===== src/rtl/time_set_ctrl_pkg.sv =====
// Shared edit-state codes, BCD digit limits and digit-step helper for the time-set controller.
package time_set_ctrl_pkg;

    typedef logic [4:0] state_t;

    localparam state_t ST_RUN     = 5'd0;
    localparam state_t ST_H_TENS  = 5'd2;
    localparam state_t ST_H_UNITS = 5'd4;
    localparam state_t ST_M_TENS  = 5'd6;
    localparam state_t ST_M_UNITS = 5'd8;

    localparam logic [3:0] LIM_H_TENS     = 4'd2;
    localparam logic [3:0] LIM_H_UNITS_HI = 4'd3;
    localparam logic [3:0] LIM_M_TENS     = 4'd5;
    localparam logic [3:0] LIM_UNITS      = 4'd9;

    // Any digit at or past its limit (including invalid BCD) wraps to zero.
    function automatic logic [3:0] step_digit(input logic [3:0] d, input logic [3:0] lim);
        return (d >= lim) ? 4'd0 : d + 4'd1;
    endfunction

endpackage


===== src/rtl/key_edge.sv =====
// Two-flop synchroniser for an asynchronous key level plus a one-cycle rising-edge pulse.
module key_edge (
    input  logic clk,
    input  logic rst,
    input  logic key,
    output logic rise
);

    logic s1, s2, s3;

    always_ff @(posedge clk) begin
        if (rst) begin
            s1 <= 1'b0;
            s2 <= 1'b0;
            s3 <= 1'b0;
        end else begin
            s1 <= key;
            s2 <= s1;
            s3 <= s2;
        end
    end

    assign rise = s2 & ~s3;

endmodule


===== src/rtl/time_set_ctrl.sv =====
// Clock time-set controller: mode key walks the BCD digits, inc key steps the selected digit.
module time_set_ctrl
    import time_set_ctrl_pkg::*;
#(
    parameter int TIMEOUT_CYCLES = 30000000
) (
    input  logic       CP,
    input  logic       CR,
    input  logic       key_mode,
    input  logic       key_inc,
    input  logic [7:0] cur_hour,
    input  logic [7:0] cur_min,
    output logic [4:0] Status,
    output logic [7:0] newHour,
    output logic [7:0] newMinute,
    output logic       run_en
);

    localparam int CW = (TIMEOUT_CYCLES > 1) ? $clog2(TIMEOUT_CYCLES) : 1;
    localparam logic [CW-1:0] TO_LAST = CW'(TIMEOUT_CYCLES - 1);

    logic          mode_ev, inc_ev;
    state_t        state, state_nx;
    logic [7:0]    hour_nx, min_nx;
    logic [CW-1:0] tcnt, tcnt_nx;
    logic [3:0]    ht, hu;

    key_edge u_mode (.clk(CP), .rst(CR), .key(key_mode), .rise(mode_ev));
    key_edge u_inc  (.clk(CP), .rst(CR), .key(key_inc),  .rise(inc_ev));

    always_comb begin
        state_nx = state;
        hour_nx  = newHour;
        min_nx   = newMinute;
        tcnt_nx  = tcnt;
        ht       = newHour[7:4];
        hu       = newHour[3:0];
        if (state == ST_RUN) begin
            tcnt_nx = '0;
            if (mode_ev) begin
                state_nx = ST_H_TENS;
                hour_nx  = cur_hour;
                min_nx   = cur_min;
            end
        end else if (mode_ev) begin
            // Mode wins over a coincident inc event, which is simply dropped.
            tcnt_nx = '0;
            case (state)
                ST_H_TENS:  state_nx = ST_H_UNITS;
                ST_H_UNITS: state_nx = ST_M_TENS;
                ST_M_TENS:  state_nx = ST_M_UNITS;
                default:    state_nx = ST_RUN;
            endcase
        end else if (inc_ev) begin
            tcnt_nx = '0;
            case (state)
                ST_H_TENS: begin
                    ht = step_digit(newHour[7:4], LIM_H_TENS);
                    if (ht == LIM_H_TENS && hu > LIM_H_UNITS_HI)
                        hu = LIM_H_UNITS_HI;
                    hour_nx = {ht, hu};
                end
                ST_H_UNITS:
                    hour_nx = {newHour[7:4], step_digit(newHour[3:0],
                               (newHour[7:4] == LIM_H_TENS) ? LIM_H_UNITS_HI : LIM_UNITS)};
                ST_M_TENS:
                    min_nx = {step_digit(newMinute[7:4], LIM_M_TENS), newMinute[3:0]};
                ST_M_UNITS:
                    min_nx = {newMinute[7:4], step_digit(newMinute[3:0], LIM_UNITS)};
                default: state_nx = ST_RUN;
            endcase
        end else if (tcnt == TO_LAST) begin
            state_nx = ST_RUN;
            tcnt_nx  = '0;
        end else begin
            tcnt_nx = tcnt + 1'b1;
        end
    end

    always_ff @(posedge CP) begin
        if (CR) begin
            state     <= ST_RUN;
            run_en    <= 1'b1;
            newHour   <= '0;
            newMinute <= '0;
            tcnt      <= '0;
        end else begin
            state     <= state_nx;
            run_en    <= (state_nx == ST_RUN);
            newHour   <= hour_nx;
            newMinute <= min_nx;
            tcnt      <= tcnt_nx;
        end
    end

    assign Status = state;

endmodule


===== config.mk =====
export PLATFORM = sky130hd
export DESIGN_NAME = time_set_ctrl
export DESIGN_NICKNAME = d
export VERILOG_FILES = /design/src/rtl/time_set_ctrl_pkg.sv /design/src/rtl/key_edge.sv /design/src/rtl/time_set_ctrl.sv
export SDC_FILE = /design/constraint.sdc
export NUM_CORES = 1
export LEC_CHECK = 0
export ABC_AREA = 0
export CAP_MARGIN = 40
export CORE_MARGIN = 2
export CORE_UTILIZATION = 49
export CTS_CLUSTER_DIAMETER = 40
export DETAILED_ROUTE_END_ITERATION = 8
export PLACE_DENSITY = 0.76
export SYNTH_ARGS = -nofsm -noshare
export SYNTH_HDL_FRONTEND = slang
export SYNTH_HIERARCHICAL = 1
export SYNTH_SLANG_ARGS = --single-unit

===== constraint.sdc =====
create_clock -name CP -period 2.4 [get_ports CP]
set_clock_uncertainty 0.15 [all_clocks]
set_input_delay 0.72 -clock CP [delete_from_list [all_inputs] [get_ports CP]]
set_output_delay 0.72 -clock CP [all_outputs]
set_load 0.02 [all_outputs]

Yosys cells after proc, flatten, opt, wreduce, memory -nomap -nowiden. Cells that the tools add are included.

Word-level logic and storage cells: 77. RAM bits: 0. Input port bits: 20. Bits in read-only memories: 0. Memories kept: 0. Output and inout port bits: 22. Bits in latches: 0. Register bits after elaboration: 53.

Shifts and indexed selects: 0. Add/subtract/negate cells: 5. $mul: 0. Multiplexer cells: 23. Reductions and logical operators: 14. Div/mod/pow operators: 0. $lt $le $gt $ge: 5. Bitwise logic cells: 4. Equal/unequal tests: 13.

Operators by type and width (count): 8-bit two-way mux (8); 8-bit case mux with 2 select lines (2); 5-bit two-way mux (6); 25-bit by 1-bit adder with 25-bit output (second input constant) (1); 25-bit equality test (second input constant) (1); 4-bit two-way mux (6); 5-bit AND reduction (4); 4-bit by 1-bit adder with 4-bit output (second input constant) (4); 4-bit case mux with 3 select lines (1); 5-bit by 3-bit equality test with 1-bit output (second input constant) (2); 5-bit zero test (2); 4-bit by 2-bit equality test with 1-bit output (second input constant) (2); 2-bit inequality test (second input constant) (4); 2-bit nonzero test (4); 5-bit by 2-bit equality test with 1-bit output (second input constant) (1); 5-bit by 4-bit equality test with 1-bit output (second input constant) (1); 5-bit OR reduction (1); 4-bit by 2-bit >= comparator with 1-bit output (second input constant) (1); 4-bit by 3-bit >= comparator with 1-bit output (second input constant) (1); 4-bit >= comparator (1); 4-bit >= comparator (second input constant) (1); 4-bit by 2-bit > comparator with 1-bit output (second input constant) (1); 4-bit OR reduction (1); 3-bit inequality test (second input constant) (1); other kinds (5) (7).

Longest topological paths before layout.
Depth after elaboration: 9. Gate-level depth with buffers: 9. Mapped depth without buffers: 9.

By module. The synthesis kept the hierarchy.

By module, submodules not included: time_set_ctrl (times used 1, area each 2597.5 um2, cells each 301, sequential area each 940.9 um2); key_edge (times used 2, area each 87.6 um2, cells each 7, sequential area each 60.1 um2).

Least setup slack after synthesis. No wires, ideal clock.

Path type: reg-to-reg. Start point: register newHour[4]. End point: register newHour[2]. Arrival time: 2372 ps. Setup slack: -254 ps. Cell stages (with the launch flop): 8. Cell sequence: dfxtp_1 > inv_1 > ha_1 > or4_4 > or4_4 > a2111oi_4 > nand2b_1 > a21oi_1.

Cells in the longest elaborated chain, start to end: 8. Elaborated cells on any way between the ends: 15. Classes of those cells: 1 x add/sub; 2 x order compare; 3 x eq/ne; 7 x mux; 2 x reduce/logical.

Ends and longest elaborated chain: start, declared (line time_set_ctrl.sv:14) `output logic [7:0] newHour,`; start signal, assigned (line time_set_ctrl.sv:90) `newHour <= hour_nx;`; 4-bit by 2-bit equality test with 1-bit output (line time_set_ctrl.sv:65) `(newHour[7:4] == LIM_H_TENS) ? LIM_H_UNITS_HI : LIM_UNITS)};`; 4-bit two-way mux (line time_set_ctrl.sv:65); 4-bit >= comparator (line time_set_ctrl_pkg.sv:19) `return (d >= lim) ? 4'd0 : d + 4'd1;`; 4-bit two-way mux (line time_set_ctrl_pkg.sv:19); 8-bit case mux with 2 select lines (line time_set_ctrl.sv:56) `case (state)`; 8-bit two-way mux (line time_set_ctrl.sv:54) `end else if (inc_ev) begin`; 8-bit two-way mux (line time_set_ctrl.sv:45) `end else if (mode_ev) begin`; 8-bit two-way mux (line time_set_ctrl.sv:38) `if (state == ST_RUN) begin`.

Parallel ways exist; a longest one is shown, timed or not. The select of a mux whose other input is x is not followed. A chain may end at the register's enable or synchronous reset.

Worst setup path in the final report.
Start point: register newHour[5]. End point: register newHour[3].

The elaborated chain is that of the path after synthesis.

==> reports/metrics.yaml <==
fp.dieH_um: 79.2
fin_setup_tns_ns: -0.367
die-area_sq_mm: 0.00628
power_switching_w: 0.000388
vias: 2501
final_common_cell: "dfxtp_1"
p_sw_share_pct: 21.6
grt_pass1_wl_um: 10600
hold_ws_ns: 0.295
hpwl_um: 4510
cts_tree: "yes"
gp_congestion: 0.810
cts_buffers: 5
cp_cell_sequence: "buf_6 -> or4_4 -> or4_4 -> a2111oi_4 -> buf_4 -> buf_4 -> o22ai_2"
nFillCells: 473
path_delay_family: "simple AND/OR/NAND/NOR gates"
ys_ff_latch: 53
drt-initial-drc-count: 135
cp.arrival_ns: 2.56
synth-edff-count: 0
gr-total-overflow: 0
postCtsHoldBufs: 0
cts_max_level: 2
critPathSlowestCell: "or4_4"
fin_nets: 417
rr_worst_depth: 7
period_needed_ns: 2.51
pwr_density_cell_mw_per_mm2: 497
antenna_left: 0
rows: 27
yosysWarnings: 6
holdPathEnd: "u_mode/s2$_SDFF_PP0_"
violations: "negative setup slack"
coreArea_sq_mm: 0.00547
clock_latency_ns: 0.30
synthesis.nets: 349
pwr-share-seq_pct: 50.1
dr.pass1.iters: 4
wire_per_inst_um: 13.8
viasPerCell: 5.48
p_total_w: 0.00179
worstSetupPathType: "reg2reg"
ys_seq_area_share_pct: 38.3
r2r_slack_ns: -0.11
layout-drive-gt1-share_pct: 15.9
grt_antenna_before_repair: 0
hold_start: "u_mode/s1$_SDFF_PP0_"
portBuffers: 41
setup_violations: 4
drv_slew: 0
dieWidth_um: 79.2
clockBufferDepth: 2
critPathMaxStageDelay_ns: 0.55
async_reset_ff_share_pct: 0
drc: 0
hold_viol: 0
power_frac_comb_pct: 9.9
grt_pass1_vias: 2363
min_path_cells: 1
maxCapViolations: 0
critical_path_peak_fanout: 8
min_path_type: "reg2reg"
fmax_mhz: 398
grt_max_degree: 26
syn_area_sq_mm: 0.00277
area_growth_pct: 30.0
cp_data_required_time_ns: 2.45
status: "finished, violations left"
p_clk_share_pct: 39.9
utilization_pct: 65.8
syn_inst: 315
ios: 42
rr_endpoint: "newHour[3]$_SDFFE_PP0P_"
min_period_over_period_pct: 105
initial_core_util_pct: 50.7
crit_cells: 7
final_cell_mix: "dfxtp_1 (51), nor2_1 (42), clkdlybuf4s50_1 (41)"
diodes: 0
clk_pin_slew_ns: 0.09
root_buffer: "clkbuf_8"
p_int_w: 0.00140
pre_cts_ws_ns: -0.118
synth_cell_types: 53
cp-start-kind: "flop"
grt_setup_unrepaired: "yes"
numClockSinks: 53
fin_ws_ns: -0.111
critPathCaptureType: "flop"
r2r-start: "newHour[5]$_SDFFE_PP0P_"
routed_wl_um: 6280
synth_ff_type: "dfxtp_1"
synth.avg_cell_area_sq_um: 8.80
peakVddDrop_mv: 0.396
critPathBufInv: 3
p_leak_nw: 1.31
track_usage_pct: 20.7
maxSlewHeadroom_pct: 61.6
tightest_slew_ns: 0.571
-- worst register-to-register path, cell delays in order, from the launching register on --
cell       delay, ns
dfxtp_4         0.38
buf_6           0.12
or4_4           0.52
or4_4           0.55
a2111oi_4       0.29
buf_4           0.21
buf_4           0.12
o22ai_2         0.07
-- synth_stat cells (7+ instances only) --
cell type  instances  area share [%]
inv_1             16             2.2
xor2_1            15             4.7
nor2_1            42             5.7
dfxtp_1           53              38
ha_1              14             6.3
xnor2_1           10             3.2
nor2b_1           10             2.3
and3_1             8             1.8
nand2_1           15             2.0
nor3_1            12             2.2
nand3_1           18             3.2
a21oi_1           13             2.3
a31oi_1            7             1.6
o21ai_0            7             1.3
-- logic make-up after synthesis --
family                   count (synthesis)  synth area share, %
AO/OA/AOI/OAI                           58                 14.8
XOR/XNOR                                25                 7.90
adder cells (fa/ha/maj)                 14                 6.32
buffers and inverters                   28                 6.72
flip-flops                              53                 38.3
multiplexers                             1                0.361
AND/OR/NAND/NOR                        136                 25.6
-- power groups by stage --
stage / logic (W) / registers (W) / clock network, W
after CTS: 0.000175 / 0.000898 / 0.000730
after global placement: 0.000170 / 0.000918 / 0
after detailed placement: 0.000171 / 0.000918 / 0
final: 0.000178 / 0.000898 / 0.000716
after global routing: 0.000194 / 0.000899 / 0.000764
after floorplan: 0.0000848 / 0.000926 / 0
-- per-stage QoR --
step / instance area [sq um] / instances
2_1_floorplan: 2790 / 315
3_3_place_gp: 3380 / 444
3_5_place_dp: 3380 / 444
4_1_cts: 3560 / 455
5_1_grt: 3600 / 456
6_report: 3600 / 456
-- flip-flops by register name, indices dropped and copies added, names as in the netlist --
name,flops
u_inc/s1,1
run_en,1
u_inc/s2,1
u_mode/s2,1
u_inc/s3,1
newMinute,8
tcnt,25
u_mode/s3,1
newHour,8
u_mode/s1,1
Status,5
-- routing by layer --
metal / global-route usage (%) / vias up / wire [um]
li1: - / 1258 / -
met3: 3.64 / 10 / 308
met5: 0 / - / 0
met2: 37.7 / 58 / 3070
met1: 25.1 / 1175 / 2810
met4: 5.34 / 0 / 94
-- repair_timing --
| action | in CTS | in global routing |
|---|---|---|
| pin swaps | 3 | 1 |
| resized for setup | 5 | 6 |
| setup buffers | 3 | 1 |
| setup endpoints to repair | 4 | 8 |
-- area by class of cell --
cell class                 instances  area (sq um)  area share (%)
timing repair buffer              71           652            18.1
clock inverter                     3          68.8            1.91
multi-input combinational        234          1590            44.1
sequential                        53          1070            29.7
tap                               72          90.1            2.50
inverter                          18          67.6            1.87
clock buffer                       5          68.8            1.91
-- worst max-delay path by stage --
stage	from	to	slack, ns
6_report	newHour[5]$_SDFFE_PP0P_	newHour[3]$_SDFFE_PP0P_	-0.11
5_1_grt	newHour[5]$_SDFFE_PP0P_	newHour[2]$_SDFFE_PP0P_	-0.20
4_1_cts	newHour[4]$_SDFFE_PP0P_	newHour[2]$_SDFFE_PP0P_	-0.05
3_5_place_dp	newHour[4]$_SDFFE_PP0P_	newHour[3]$_SDFFE_PP0P_	-0.12
3_3_place_gp	newHour[4]$_SDFFE_PP0P_	newHour[2]$_SDFFE_PP0P_	-0.05
2_1_floorplan	newHour[5]$_SDFFE_PP0P_	newHour[2]$_SDFFE_PP0P_	-0.09
No activity file was read; power rests on OpenSTA's default activity.
